<file path="config.mk">
export PLATFORM = sky130hd
export DESIGN_NAME = uart_param
export DESIGN_NICKNAME = d
export VERILOG_FILES = /design/src/rtl/uart_pkg.sv /design/src/rtl/uart_tick_gen.sv /design/src/rtl/uart_param.sv
export SDC_FILE = /design/constraint.sdc
export NUM_CORES = 1
export LEC_CHECK = 0
export BUFFER_PORTS_ARGS = -buffer_cell sky130_fd_sc_hd__buf_4
export CORE_ASPECT_RATIO = 0.9
export CORE_UTILIZATION = 53
export CTS_CLUSTER_DIAMETER = 80
export DETAILED_ROUTE_END_ITERATION = 10
export PLACE_DENSITY = 0.75
export SYNTH_ARGS = -nofsm -noshare
export SYNTH_HDL_FRONTEND = slang
export SYNTH_HIERARCHICAL = 1
export SYNTH_SLANG_ARGS = --single-unit
</file>
<file path="constraint.sdc">
create_clock -name clk -period 1.83 [get_ports clk]
set_input_delay 0.0915 -clock clk [delete_from_list [all_inputs] [get_ports clk]]
set_output_delay 0.0915 -clock clk [all_outputs]
set_load 0.02 [all_outputs]
</file>
<file path="src/rtl/uart_pkg.sv">
// Shared constants, state encodings and baud divider helper for the parametrised UART.
package uart_pkg;

  localparam int unsigned PARITY_NONE = 0;
  localparam int unsigned PARITY_EVEN = 1;
  localparam int unsigned PARITY_ODD  = 2;

  localparam int unsigned OVERSAMPLE  = 16;

  // Tick counters: TX needs room for two stop bits, RX never exceeds one bit.
  localparam int unsigned TX_TCNT_W   = 5;
  localparam int unsigned RX_TCNT_W   = 4;
  localparam int unsigned BCNT_W      = 4;

  typedef enum logic [2:0] {
    TX_IDLE,
    TX_START,
    TX_DATA,
    TX_PARITY,
    TX_STOP
  } tx_state_t;

  typedef enum logic [2:0] {
    RX_IDLE,
    RX_START,
    RX_DATA,
    RX_PARITY,
    RX_STOP,
    RX_WAIT_HIGH
  } rx_state_t;

  // Clocks per oversampling tick.
  function automatic int unsigned calc_div(input int unsigned clock_rate,
                                           input int unsigned baud_rate);
    return clock_rate / (baud_rate * OVERSAMPLE);
  endfunction

endpackage

</file>
<file path="src/rtl/uart_tick_gen.sv">
// Free-running divider producing a one-clock tick every DIV clocks.
module uart_tick_gen
#(
  parameter int unsigned DIV = 1
) (
  input  logic clk,
  input  logic rstN,
  output logic tick
);

  localparam int unsigned     CNT_W = (DIV > 1) ? $clog2(DIV) : 1;
  localparam logic [CNT_W-1:0] LAST = CNT_W'(DIV - 1);

  logic [CNT_W-1:0] cnt;
  logic [CNT_W-1:0] cnt_d;

  // Next count wraps at DIV-1.
  always_comb begin
    cnt_d = cnt + CNT_W'(1);
    if (cnt == LAST) cnt_d = '0;
  end

  // Counter plus registered tick, so tick is high exactly while the count is DIV-1.
  always_ff @(posedge clk or negedge rstN) begin
    if (!rstN) begin
      cnt  <= '0;
      tick <= (LAST == '0);
    end else begin
      cnt  <= cnt_d;
      tick <= (cnt_d == LAST);
    end
  end

endmodule

</file>
<file path="src/rtl/uart_param.sv">
// Full-duplex UART with configurable data width, parity and stop bits, 16x oversampled.
module uart_param
  import uart_pkg::*;
#(
  parameter int unsigned CLOCK_RATE = 100000000,
  parameter int unsigned BAUD_RATE  = 9600,
  parameter int unsigned DATA_BITS  = 8,
  parameter int unsigned PARITY     = 0,
  parameter int unsigned STOP_BITS  = 1
) (
  input  logic                 clk,
  input  logic                 rstN,
  input  logic                 rx,
  input  logic                 rxEn,
  output logic [DATA_BITS-1:0] rxData,
  output logic                 rxValid,
  output logic                 rxParityErr,
  output logic                 rxFrameErr,
  output logic                 rxBusy,
  output logic                 tx,
  input  logic                 txEn,
  input  logic                 txValid,
  output logic                 txReady,
  input  logic [DATA_BITS-1:0] txData,
  output logic                 txBusy
);

  localparam int unsigned DIV = calc_div(CLOCK_RATE, BAUD_RATE);

  localparam logic [TX_TCNT_W-1:0] TX_BIT_LAST  = TX_TCNT_W'(OVERSAMPLE - 1);
  localparam logic [TX_TCNT_W-1:0] TX_STOP_LAST = TX_TCNT_W'(STOP_BITS * OVERSAMPLE - 1);
  localparam logic [RX_TCNT_W-1:0] RX_BIT_LAST  = RX_TCNT_W'(OVERSAMPLE - 1);
  localparam logic [RX_TCNT_W-1:0] RX_HALF_LAST = RX_TCNT_W'(OVERSAMPLE / 2 - 1);
  localparam logic [BCNT_W-1:0]    DATA_LAST    = BCNT_W'(DATA_BITS - 1);
  localparam bit                   HAS_PARITY   = (PARITY != PARITY_NONE);
  localparam logic                 PAR_ODD      = (PARITY == PARITY_ODD);

  // Reject configurations the datapath cannot represent.
  if (DIV < 1) begin : g_div_err
    $error("uart_param: CLOCK_RATE too low for 16x oversampling at BAUD_RATE");
  end
  if (DATA_BITS < 5 || DATA_BITS > 9) begin : g_data_err
    $error("uart_param: DATA_BITS must be 5..9");
  end
  if (PARITY > PARITY_ODD) begin : g_par_err
    $error("uart_param: PARITY must be 0, 1 or 2");
  end
  if (STOP_BITS < 1 || STOP_BITS > 2) begin : g_stop_err
    $error("uart_param: STOP_BITS must be 1 or 2");
  end

  logic tick;

  uart_tick_gen #(
    .DIV (DIV)
  ) u_tick_gen (
    .clk  (clk),
    .rstN (rstN),
    .tick (tick)
  );

  // ---------------------------------------------------------------- TX

  tx_state_t              tx_state, tx_state_d;
  logic [TX_TCNT_W-1:0]   tx_tcnt, tx_tcnt_d;
  logic [BCNT_W-1:0]      tx_bcnt, tx_bcnt_d;
  logic [DATA_BITS-1:0]   tx_shift, tx_shift_d;
  logic                   tx_par, tx_par_d;
  logic                   tx_d;
  logic                   tx_run;
  logic [TX_TCNT_W-1:0]   tx_bit_last;
  logic                   tx_bit_end;

  // Holds off txReady until the first clock after reset release.
  always_ff @(posedge clk or negedge rstN) begin
    if (!rstN) tx_run <= 1'b0;
    else       tx_run <= 1'b1;
  end

  assign txReady     = tx_run & txEn & (tx_state == TX_IDLE);
  assign txBusy      = (tx_state != TX_IDLE);
  assign tx_bit_last = (tx_state == TX_STOP) ? TX_STOP_LAST : TX_BIT_LAST;
  assign tx_bit_end  = tick && (tx_tcnt == tx_bit_last);

  // TX next-state, bit sequencing and next line value.
  always_comb begin
    tx_state_d = tx_state;
    tx_tcnt_d  = tx_tcnt;
    tx_bcnt_d  = tx_bcnt;
    tx_shift_d = tx_shift;
    tx_par_d   = tx_par;
    tx_d       = 1'b1;

    if (tx_state != TX_IDLE && tick) begin
      tx_tcnt_d = tx_bit_end ? '0 : tx_tcnt + TX_TCNT_W'(1);
    end

    case (tx_state)
      TX_IDLE: begin
        if (txValid && txReady) begin
          tx_state_d = TX_START;
          tx_tcnt_d  = '0;
          tx_bcnt_d  = '0;
          tx_shift_d = txData;
          tx_par_d   = (^txData) ^ PAR_ODD;
        end
      end
      TX_START: begin
        if (tx_bit_end) tx_state_d = TX_DATA;
      end
      TX_DATA: begin
        if (tx_bit_end) begin
          if (tx_bcnt == DATA_LAST) begin
            tx_state_d = HAS_PARITY ? TX_PARITY : TX_STOP;
          end else begin
            tx_bcnt_d  = tx_bcnt + BCNT_W'(1);
            tx_shift_d = tx_shift >> 1;
          end
        end
      end
      TX_PARITY: begin
        if (tx_bit_end) tx_state_d = TX_STOP;
      end
      TX_STOP: begin
        if (tx_bit_end) tx_state_d = TX_IDLE;
      end
      default: tx_state_d = TX_IDLE;
    endcase

    case (tx_state_d)
      TX_START:  tx_d = 1'b0;
      TX_DATA:   tx_d = tx_shift_d[0];
      TX_PARITY: tx_d = tx_par_d;
      default:   tx_d = 1'b1;
    endcase
  end

  // TX state and line register.
  always_ff @(posedge clk or negedge rstN) begin
    if (!rstN) begin
      tx_state <= TX_IDLE;
      tx_tcnt  <= '0;
      tx_bcnt  <= '0;
      tx_shift <= '0;
      tx_par   <= 1'b0;
      tx       <= 1'b1;
    end else begin
      tx_state <= tx_state_d;
      tx_tcnt  <= tx_tcnt_d;
      tx_bcnt  <= tx_bcnt_d;
      tx_shift <= tx_shift_d;
      tx_par   <= tx_par_d;
      tx       <= tx_d;
    end
  end

  // ---------------------------------------------------------------- RX

  logic                   rx_meta, rx_sync;
  rx_state_t              rx_state, rx_state_d;
  logic [RX_TCNT_W-1:0]   rx_tcnt, rx_tcnt_d;
  logic [BCNT_W-1:0]      rx_bcnt, rx_bcnt_d;
  logic [DATA_BITS-1:0]   rx_shift, rx_shift_d;
  logic                   rx_perr, rx_perr_d;
  logic [DATA_BITS-1:0]   rx_data_d;
  logic                   rx_valid_d, rx_perr_out_d, rx_ferr_d;
  logic [RX_TCNT_W-1:0]   rx_sample_at;
  logic                   rx_sample;

  // Two-flop synchroniser; resets to the idle line level.
  always_ff @(posedge clk or negedge rstN) begin
    if (!rstN) begin
      rx_meta <= 1'b1;
      rx_sync <= 1'b1;
    end else begin
      rx_meta <= rx;
      rx_sync <= rx_meta;
    end
  end

  assign rxBusy       = (rx_state != RX_IDLE);
  assign rx_sample_at = (rx_state == RX_START) ? RX_HALF_LAST : RX_BIT_LAST;
  assign rx_sample    = tick && (rx_tcnt == rx_sample_at);

  // RX next-state: mid-bit sampling, shift-in and frame reporting.
  always_comb begin
    rx_state_d    = rx_state;
    rx_tcnt_d     = rx_tcnt;
    rx_bcnt_d     = rx_bcnt;
    rx_shift_d    = rx_shift;
    rx_perr_d     = rx_perr;
    rx_data_d     = rxData;
    rx_valid_d    = 1'b0;
    rx_perr_out_d = 1'b0;
    rx_ferr_d     = 1'b0;

    if (tick && rx_state != RX_IDLE && rx_state != RX_WAIT_HIGH) begin
      rx_tcnt_d = rx_sample ? '0 : rx_tcnt + RX_TCNT_W'(1);
    end

    case (rx_state)
      RX_IDLE: begin
        if (rxEn && !rx_sync) begin
          rx_state_d = RX_START;
          rx_tcnt_d  = '0;
          rx_bcnt_d  = '0;
          rx_perr_d  = 1'b0;
        end
      end
      RX_START: begin
        if (rx_sample) rx_state_d = rx_sync ? RX_IDLE : RX_DATA;
      end
      RX_DATA: begin
        if (rx_sample) begin
          rx_shift_d = {rx_sync, rx_shift[DATA_BITS-1:1]};
          if (rx_bcnt == DATA_LAST) rx_state_d = HAS_PARITY ? RX_PARITY : RX_STOP;
          else                      rx_bcnt_d  = rx_bcnt + BCNT_W'(1);
        end
      end
      RX_PARITY: begin
        if (rx_sample) begin
          rx_perr_d  = rx_sync ^ (^rx_shift) ^ PAR_ODD;
          rx_state_d = RX_STOP;
        end
      end
      RX_STOP: begin
        if (rx_sample) begin
          rx_valid_d    = 1'b1;
          rx_data_d     = rx_shift;
          rx_perr_out_d = rx_perr;
          rx_ferr_d     = ~rx_sync;
          rx_state_d    = rx_sync ? RX_IDLE : RX_WAIT_HIGH;
        end
      end
      RX_WAIT_HIGH: begin
        if (rx_sync) rx_state_d = RX_IDLE;
      end
      default: rx_state_d = RX_IDLE;
    endcase
  end

  // RX state and output register.
  always_ff @(posedge clk or negedge rstN) begin
    if (!rstN) begin
      rx_state    <= RX_IDLE;
      rx_tcnt     <= '0;
      rx_bcnt     <= '0;
      rx_shift    <= '0;
      rx_perr     <= 1'b0;
      rxData      <= '0;
      rxValid     <= 1'b0;
      rxParityErr <= 1'b0;
      rxFrameErr  <= 1'b0;
    end else begin
      rx_state    <= rx_state_d;
      rx_tcnt     <= rx_tcnt_d;
      rx_bcnt     <= rx_bcnt_d;
      rx_shift    <= rx_shift_d;
      rx_perr     <= rx_perr_d;
      rxData      <= rx_data_d;
      rxValid     <= rx_valid_d;
      rxParityErr <= rx_perr_out_d;
      rxFrameErr  <= rx_ferr_d;
    end
  end

endmodule

</file>
==> results of run 1 <==
-- stage by stage --
| stage | hold slack, ns | utilization, % |
|---|---|---|
| CTS | 0.00607 | 69.0 |
| global placement | 0.121 | 62.9 |
| global route | 0.0152 | 69.8 |
| detailed placement | 0.122 | 62.9 |
| floorplan | -0.204 | - |
| finish | 0.0145 | 69.8 |
-- metal layers --
layer / global-route usage (%) / vias to the layer above / share of wire [%]
met4: 8.31 / 0 / 0.65
met1: 26.9 / 1180 / 48
met5: 0 / - / 0
met3: 5.27 / 4 / 3.2
li1: - / 1200 / -
met2: 33.3 / 38 / 48
-- cells by family (layout without fill, tap and decap cells) --
kind of cell	after synthesis	in the layout
AOI/OAI and AO/OA	43	43
buffers and inverters	16	77
adders and majority gates	6	6
other	1	1
muxes	13	13
xor gates and xnor gates	30	30
DFF	67	67
and+or+nand+nor	139	139
-- synthesized netlist by cell type, types with 2 or more instances --
master and count:
o21ai_1 3, a22oi_1 6, nand4_1 2, nand2_1 55, or3_1 4, nand2b_1 5, ha_1 6, and3_1 3
xor2_1 9, a22o_1 2, buf_6 2, o21ai_0 5, nand3_1 15, a21oi_1 7, o21a_1 2, nor4b_1 2
dfrtp_1 64, or4_1 3, buf_2 6, o211ai_1 4, buf_4 2, dfstp_2 3, o221ai_2 2, nor2_1 29
xnor2_1 21, and4b_1 2, mux2_1 2, a31oi_1 4, mux2_2 10, nor3b_2 2, nor3b_1 2, inv_1 4
-- layout make-up --
cell class                 instances  area (um^2)
tap                               70         87.6
fill                             446         1760
clock inverter                     6          113
timing repair buffer              56          465
clock buffer                      10          138
multi-input combinational        232         1560
inverter                           5         18.8
sequential                        67         1680
-- worst paths after layout --
check                                           from                      end  slack, ns  cells past startpoint
worst min-delay path                       txData[5]  tx_shift[5]$_DFFE_PN0P_       0.01                      3
min in group asynchronous                       rstN     rx_tcnt[3]$_DFF_PN0_       0.28                      3
worst min register to register     rx_meta$_DFF_PN1_        rx_sync$_DFF_PN1_       0.35                      0
worst max register to register  tx_tcnt[1]$_DFF_PN0_   tx_bcnt[3]$_DFFE_PN0P_       0.03                      7
worst max-delay path            tx_tcnt[1]$_DFF_PN0_   tx_bcnt[3]$_DFFE_PN0P_       0.03                      7
max in group asynchronous                       rstN        rx_meta$_DFF_PN1_       1.22                      3
-- worst reg2reg max path: stages (launching register included) --
cell and delay (ns):
dfrtp_1 0.39, ha_2 0.21, and4b_2 0.28, and4b_2 0.33, buf_4 0.15, nand4_1 0.12
xor2_1 0.16, nor2_1 0.05
-- registers in the layout (all words and copies together), names as in the netlist, 3 cells and up --
name	cells
rxData	8
rx_bcnt	4
rx_shift	8
rx_state	3
rx_tcnt	4
tx_bcnt	4
tx_shift	8
tx_state	3
tx_tcnt	5
u_tick_gen/cnt	10
-- power breakdown --
part           switching, mW  total, mW  internal [mW]
clock network          0.558       1.50          0.944
logic                  0.371      0.695          0.324
registers             0.0553       1.58           1.53
-- repair_timing --
action,CTS,global route
endpoints found under the hold margin,71,0
buffers inserted,1,3
endpoints found under the setup margin,2,12
resized for setup,3,7
pin swaps,0,4
hold buffers,8,0
==> metrics.md, run 1 <==
| Metric | Value |
|---|---|
| Post-Synth Simple-Gate Area | 22.1% |
| I/O pin count | 29 |
| Clk Tree Root Cell | clkbuf_8 |
| Fraction of the yosys area taken by sequential cells | 51.0% |
| Average via count per standard cell | 5.43 |
| Most area-consuming cells after synthesis | dfrtp_1, nand2_1, xnor2_1 |
| Leading cell types in the layout, fill and taps excluded | dfrtp_1, nand2_1, buf_4, nor2_1, xnor2_1 |
| Antenna violations before repair | 0 |
| Total die area | 6530 um^2 |
| Clock H-tree levels | 3 |
| Post-synthesis cell type with the largest combined area | dfrtp_1 |
| Result of the run | finished clean |
| Final worst path period need | 1.80 ns |
| Ratio of cells with drive above 1 in the final layout | 26.6% |
| Hold Vio Cnt, Final | 0 |
| Warnings from Yosys | 6 |
| Power Dens Cells | 930 nW/um^2 |
| Worst path buffer plus inverter count | 1 |
| Critical path capture point type | register |
| Starting DRT DRC Count | 125 |
| Total routing usage reported by global routing | 20.7% |
| Fraction of the mapped netlist area in compound gates | 9.35% |
| Min setup slack post-route | 0.0332 ns |
| Maximum number of pins on one net before global-route repair | 68 |
| Number of nets in the final layout | 391 |
| Wire length of the first global-routing pass | 10600 um |
| Remaining number of nets flagged by the antenna check after routing | 0 |
| Area overhead of the layout relative to synthesis | 23.4% |
| Remaining global-route overflow | 0 |
| Cell Count, Final, Fillers Out | 446 |
| Worst path required time | 2.06 ns |
| Post-detailed-route wirelength per cell | 13.8 um |
| Area fraction of the dominant cell type after synthesis | 48.6% |
| Count of unresolved DRC violations after routing | 0 |
| Flop and latch count out of synthesis | 67 |
| Total design power | 3.78 mW |
| Most used cell, CP | and4b_2 |
| Horizontal die dimension | 85.1 um |
| Max-capacitance violation count | 0 |
| Number of buffers on the longest clock path | 2 |
| Commonest non-fill, non-tap cell in the layout | dfrtp_1 |
| Ordered cell list for the critical path | ha_2 -> and4b_2 -> and4b_2 -> buf_4 -> nand4_1 -> xor2_1 -> nor2_1 |
| Crit Path Class | reg -> reg |
| Slowest cell delay on critical path | 0.39 ns |
| Die height | 76.8 um |
| Synthesized area per cell | 10.5 um^2 |
| Largest delay contributor family on the critical path | simple AND/OR/NAND/NOR gates |
| Area of the mapped netlist | 3290 um^2 |
| Async set or reset register ratio after synthesis | 100% |
| Total CTS buffers | 9 |
| Type of element launching the critical path | register |
| Total number of vias | 2422 |
| Highest clock rate | 557 MHz |
| Signal arrival time at the worst endpoint | 2.02 ns |
| Setup slack after placement | -0.0442 ns |
| Setup tns final | 0 ns |
| Weighted congestion reported at the end of routability-driven placement | 0.860 |
| Final wirelength | 6180 um |
| Count of flip-flops with a built-in enable after synthesis | 0 |
| Critical-path cell with the highest stage delay | dfrtp_1 |
| Count of clock tree sinks | 67 |
| Net count after synthesis | 335 |
| Largest fanout on the critical path | 5 |
| Detailed Place HPWL | 4190 um |
| Max IR drop VDD | 437 uV |
| Prevailing post-synth register cell | dfrtp_1 |
| Number of global-route vias before repair | 2363 |
| Final period util | 98.2% |
| Insertion delay to the later sink of the worst-skew pair | 0.34 ns |
| Final antenna diode count | 0 |
| Final setup viols | 0 |
| Worst hold path class | in -> reg |
| Starting Density | 56.6% |
| Area share of xor/xnor cells in the synthesized design | 7.98% |
| Dpl cell area | 3660 um^2 |
| Final non-filler cell area | 4070 um^2 |
| Unrepaired setup endpoints after global routing | true |
| Number of slew-limit violations in the final report | 0 |
| Placement Rows | 26 |
| Multiplexer area fraction after synthesis | 4.41% |
| Leakage power | 1.96 nW |
| Gate Count Post-Synth | 315 |
| Count of distinct cell types in the synthesized netlist | 59 |
| Clock-pin slew reported for the worst setup and hold paths after clock tree synthesis | 0.07 ns |
| Core region area | 5820 um^2 |
| Largest family of logic cells by synthesized area | simple AND/OR/NAND/NOR gates |
| Drt pass-1 iters | 4 |
| Setup skew after layout | 0.00759 ns |
| Total of buffers placed on input and output ports | 28 |
| Adder and majority cell fraction of the synthesized area | 2.28% |
| Dpl cells | 418 |
| CTS tree | done |
No activity file was read; power rests on OpenSTA's default activity.
==> run 2, diff against run 1 <==
- CELL_PAD_IN_SITES_DETAIL_PLACEMENT: default -> 0
- CELL_PAD_IN_SITES_GLOBAL_PLACEMENT: default -> 1
- CORE_UTILIZATION: 53 -> 42
==> run 2 against run 1 <==
  * Clock-buffer cell count decreased by 1
  * Total power decreased by 7.9%
  * Utilization decreased by 15 points
  * Largest power group unchanged
  * Critical path depth decreased by 1
  * Final cell count increased by 8.1%
==> metrics.md, run 2 (same netlist as run 1, synthesis figures left out) <==
| Metric | Value |
|---|---|
| Result of the run | finished clean |
| Total number of vias | 2431 |
| Final antenna diode count | 0 |
| Signal arrival time at the worst endpoint | 2.03 ns |
| Clock-pin slew reported for the worst setup and hold paths after clock tree synthesis | 0.08 ns |
| Total of buffers placed on input and output ports | 28 |
| Min setup slack post-route | 0.0479 ns |
| Horizontal die dimension | 95.3 um |
| Worst path required time | 2.07 ns |
| Leading cell types in the layout, fill and taps excluded | dfrtp_1, nand2_1, buf_4, nor2_1, xnor2_1 |
| Number of buffers on the longest clock path | 2 |
| Power Dens Cells | 835 nW/um^2 |
| Placement Rows | 30 |
| Largest fanout on the critical path | 4 |
| Clk Tree Root Cell | clkbuf_8 |
| Post-detailed-route wirelength per cell | 13.2 um |
| Leakage power | 2.00 nW |
| Critical path capture point type | register |
| CTS tree | done |
| Count of clock tree sinks | 67 |
| Total CTS buffers | 9 |
| Max-capacitance violation count | 0 |
| Final core occ | 55.0% |
| Worst hold path class | in -> reg |
| Average via count per standard cell | 5.04 |
| Register bank with the most flops | u_tick_gen/cnt |
| Antenna violations before repair | 0 |
| Final worst path period need | 1.78 ns |
| Flip-flop count of the largest register, all copies and words added | 10 |
| Worst slack on hold paths | 0.0125 ns |
| Wire length of the first global-routing pass | 10300 um |
| Setup skew after layout | 0.00975 ns |
| Weighted congestion reported at the end of routability-driven placement | 0.850 |
| Hold Vio Cnt, Final | 0 |
| Number of nets in the final layout | 401 |
| Number of global-route vias before repair | 2308 |
| Final wirelength | 6360 um |
| Type of element launching the critical path | register |
| Crit Path Class | reg -> reg |
| Remaining number of nets flagged by the antenna check after routing | 0 |
| Detailed Place HPWL | 4210 um |
| Total die area | 8200 um^2 |
| Die height | 86.0 um |
| Count of unresolved DRC violations after routing | 0 |
| Commonest non-fill, non-tap cell in the layout | dfrtp_1 |
| Maximum number of pins on one net before global-route repair | 39 |
| Ratio of cells with drive above 1 in the final layout | 29.5% |
| Max IR drop VDD | 826 uV |
| Core region area | 7580 um^2 |
| Drt pass-1 iters | 4 |
| Insertion delay to the later sink of the worst-skew pair | 0.34 ns |
| Final setup viols | 0 |
| Remaining global-route overflow | 0 |
| I/O pin count | 29 |
| Area overhead of the layout relative to synthesis | 26.6% |
| Final period util | 97.4% |
| Setup slack after placement | -0.0142 ns |
| Clock H-tree levels | 3 |
| Number of slew-limit violations in the final report | 0 |
| Starting Density | 43.4% |
| Total routing usage reported by global routing | 16.2% |
| Starting DRT DRC Count | 85 |
| Highest clock rate | 561 MHz |
## run 2: power by group
| group | switching (mW) | internal, mW | total [mW] | leakage, nW |
|---|---|---|---|---|
| registers | 0.0655 | 1.53 | 1.59 | 0.857 |
| logic | 0.350 | 0.311 | 0.662 | 1.04 |
| clock network | 0.589 | 0.638 | 1.23 | 0.0998 |
## run 2: worst paths after layout
| kind | startpoint | endpoint | slack (ns) | depth (start not counted) |
|---|---|---|---|---|
| max in group asynchronous | rstN | rx_sync$_DFF_PN1_ | 1.01 | 3 |
| worst max register to register | u_tick_gen/cnt[1]$_DFF_PN0_ | u_tick_gen/tick$_DFF_PN0_ | 0.05 | 6 |
| worst min register to register | rx_meta$_DFF_PN1_ | rx_sync$_DFF_PN1_ | 0.36 | 0 |
| worst max-delay path | u_tick_gen/cnt[1]$_DFF_PN0_ | u_tick_gen/tick$_DFF_PN0_ | 0.05 | 6 |
| worst min-delay path | txData[5] | tx_shift[5]$_DFFE_PN0P_ | 0.01 | 3 |
| min in group asynchronous | rstN | tx_state[0]$_DFF_PN0_ | 0.22 | 2 |
## run 2: layout make-up
| type | instances | area, um^2 |
|---|---|---|
| multi-input combinational | 232 | 1600 |
| sequential | 67 | 1680 |
| clock inverter | 7 | 77.6 |
| fill | 681 | 3410 |
| inverter | 5 | 18.8 |
| timing repair buffer | 66 | 548 |
| tap | 96 | 120 |
| clock buffer | 9 | 124 |
## run 2: worst max-delay path: stages, from the launching register on
cell	delay (ns)
dfrtp_1	0.44
buf_6	0.14
nand3_4	0.11
nor3_4	0.15
xnor2_1	0.10
or4_4	0.54
nor4_4	0.21
## run 2: routing by layer
layer	vias up	share of wire (%)	global-route usage, %
met2	38	47	24.7
li1	1226	-	-
met5	-	0	0
met4	0	1.1	5.79
met1	1163	49	22.0
met3	4	3.2	4.26
## run 2: per-stage QoR
stage               power (mW)  setup TNS, ns  cells  instance area (um^2)
floorplan                 2.07              0    315                  3290
global placement          2.26              0    448                  3730
detailed placement        2.27        -0.0142    448                  3730
CTS                       3.53              0    473                  4020
global route              3.68        -0.0532    482                  4170
finish                    3.48              0    482                  4170
## run 2: repair_timing
item | 4_1_cts | 5_1_grt
hold buffers | 8 | 0
buffers inserted | 1 | 9
setup endpoints to repair | 1 | 4
cloned | 0 | 0
endpoints found under the hold margin | 36 | 0
resized for setup | 1 | 19
pin swaps | 0 | 7
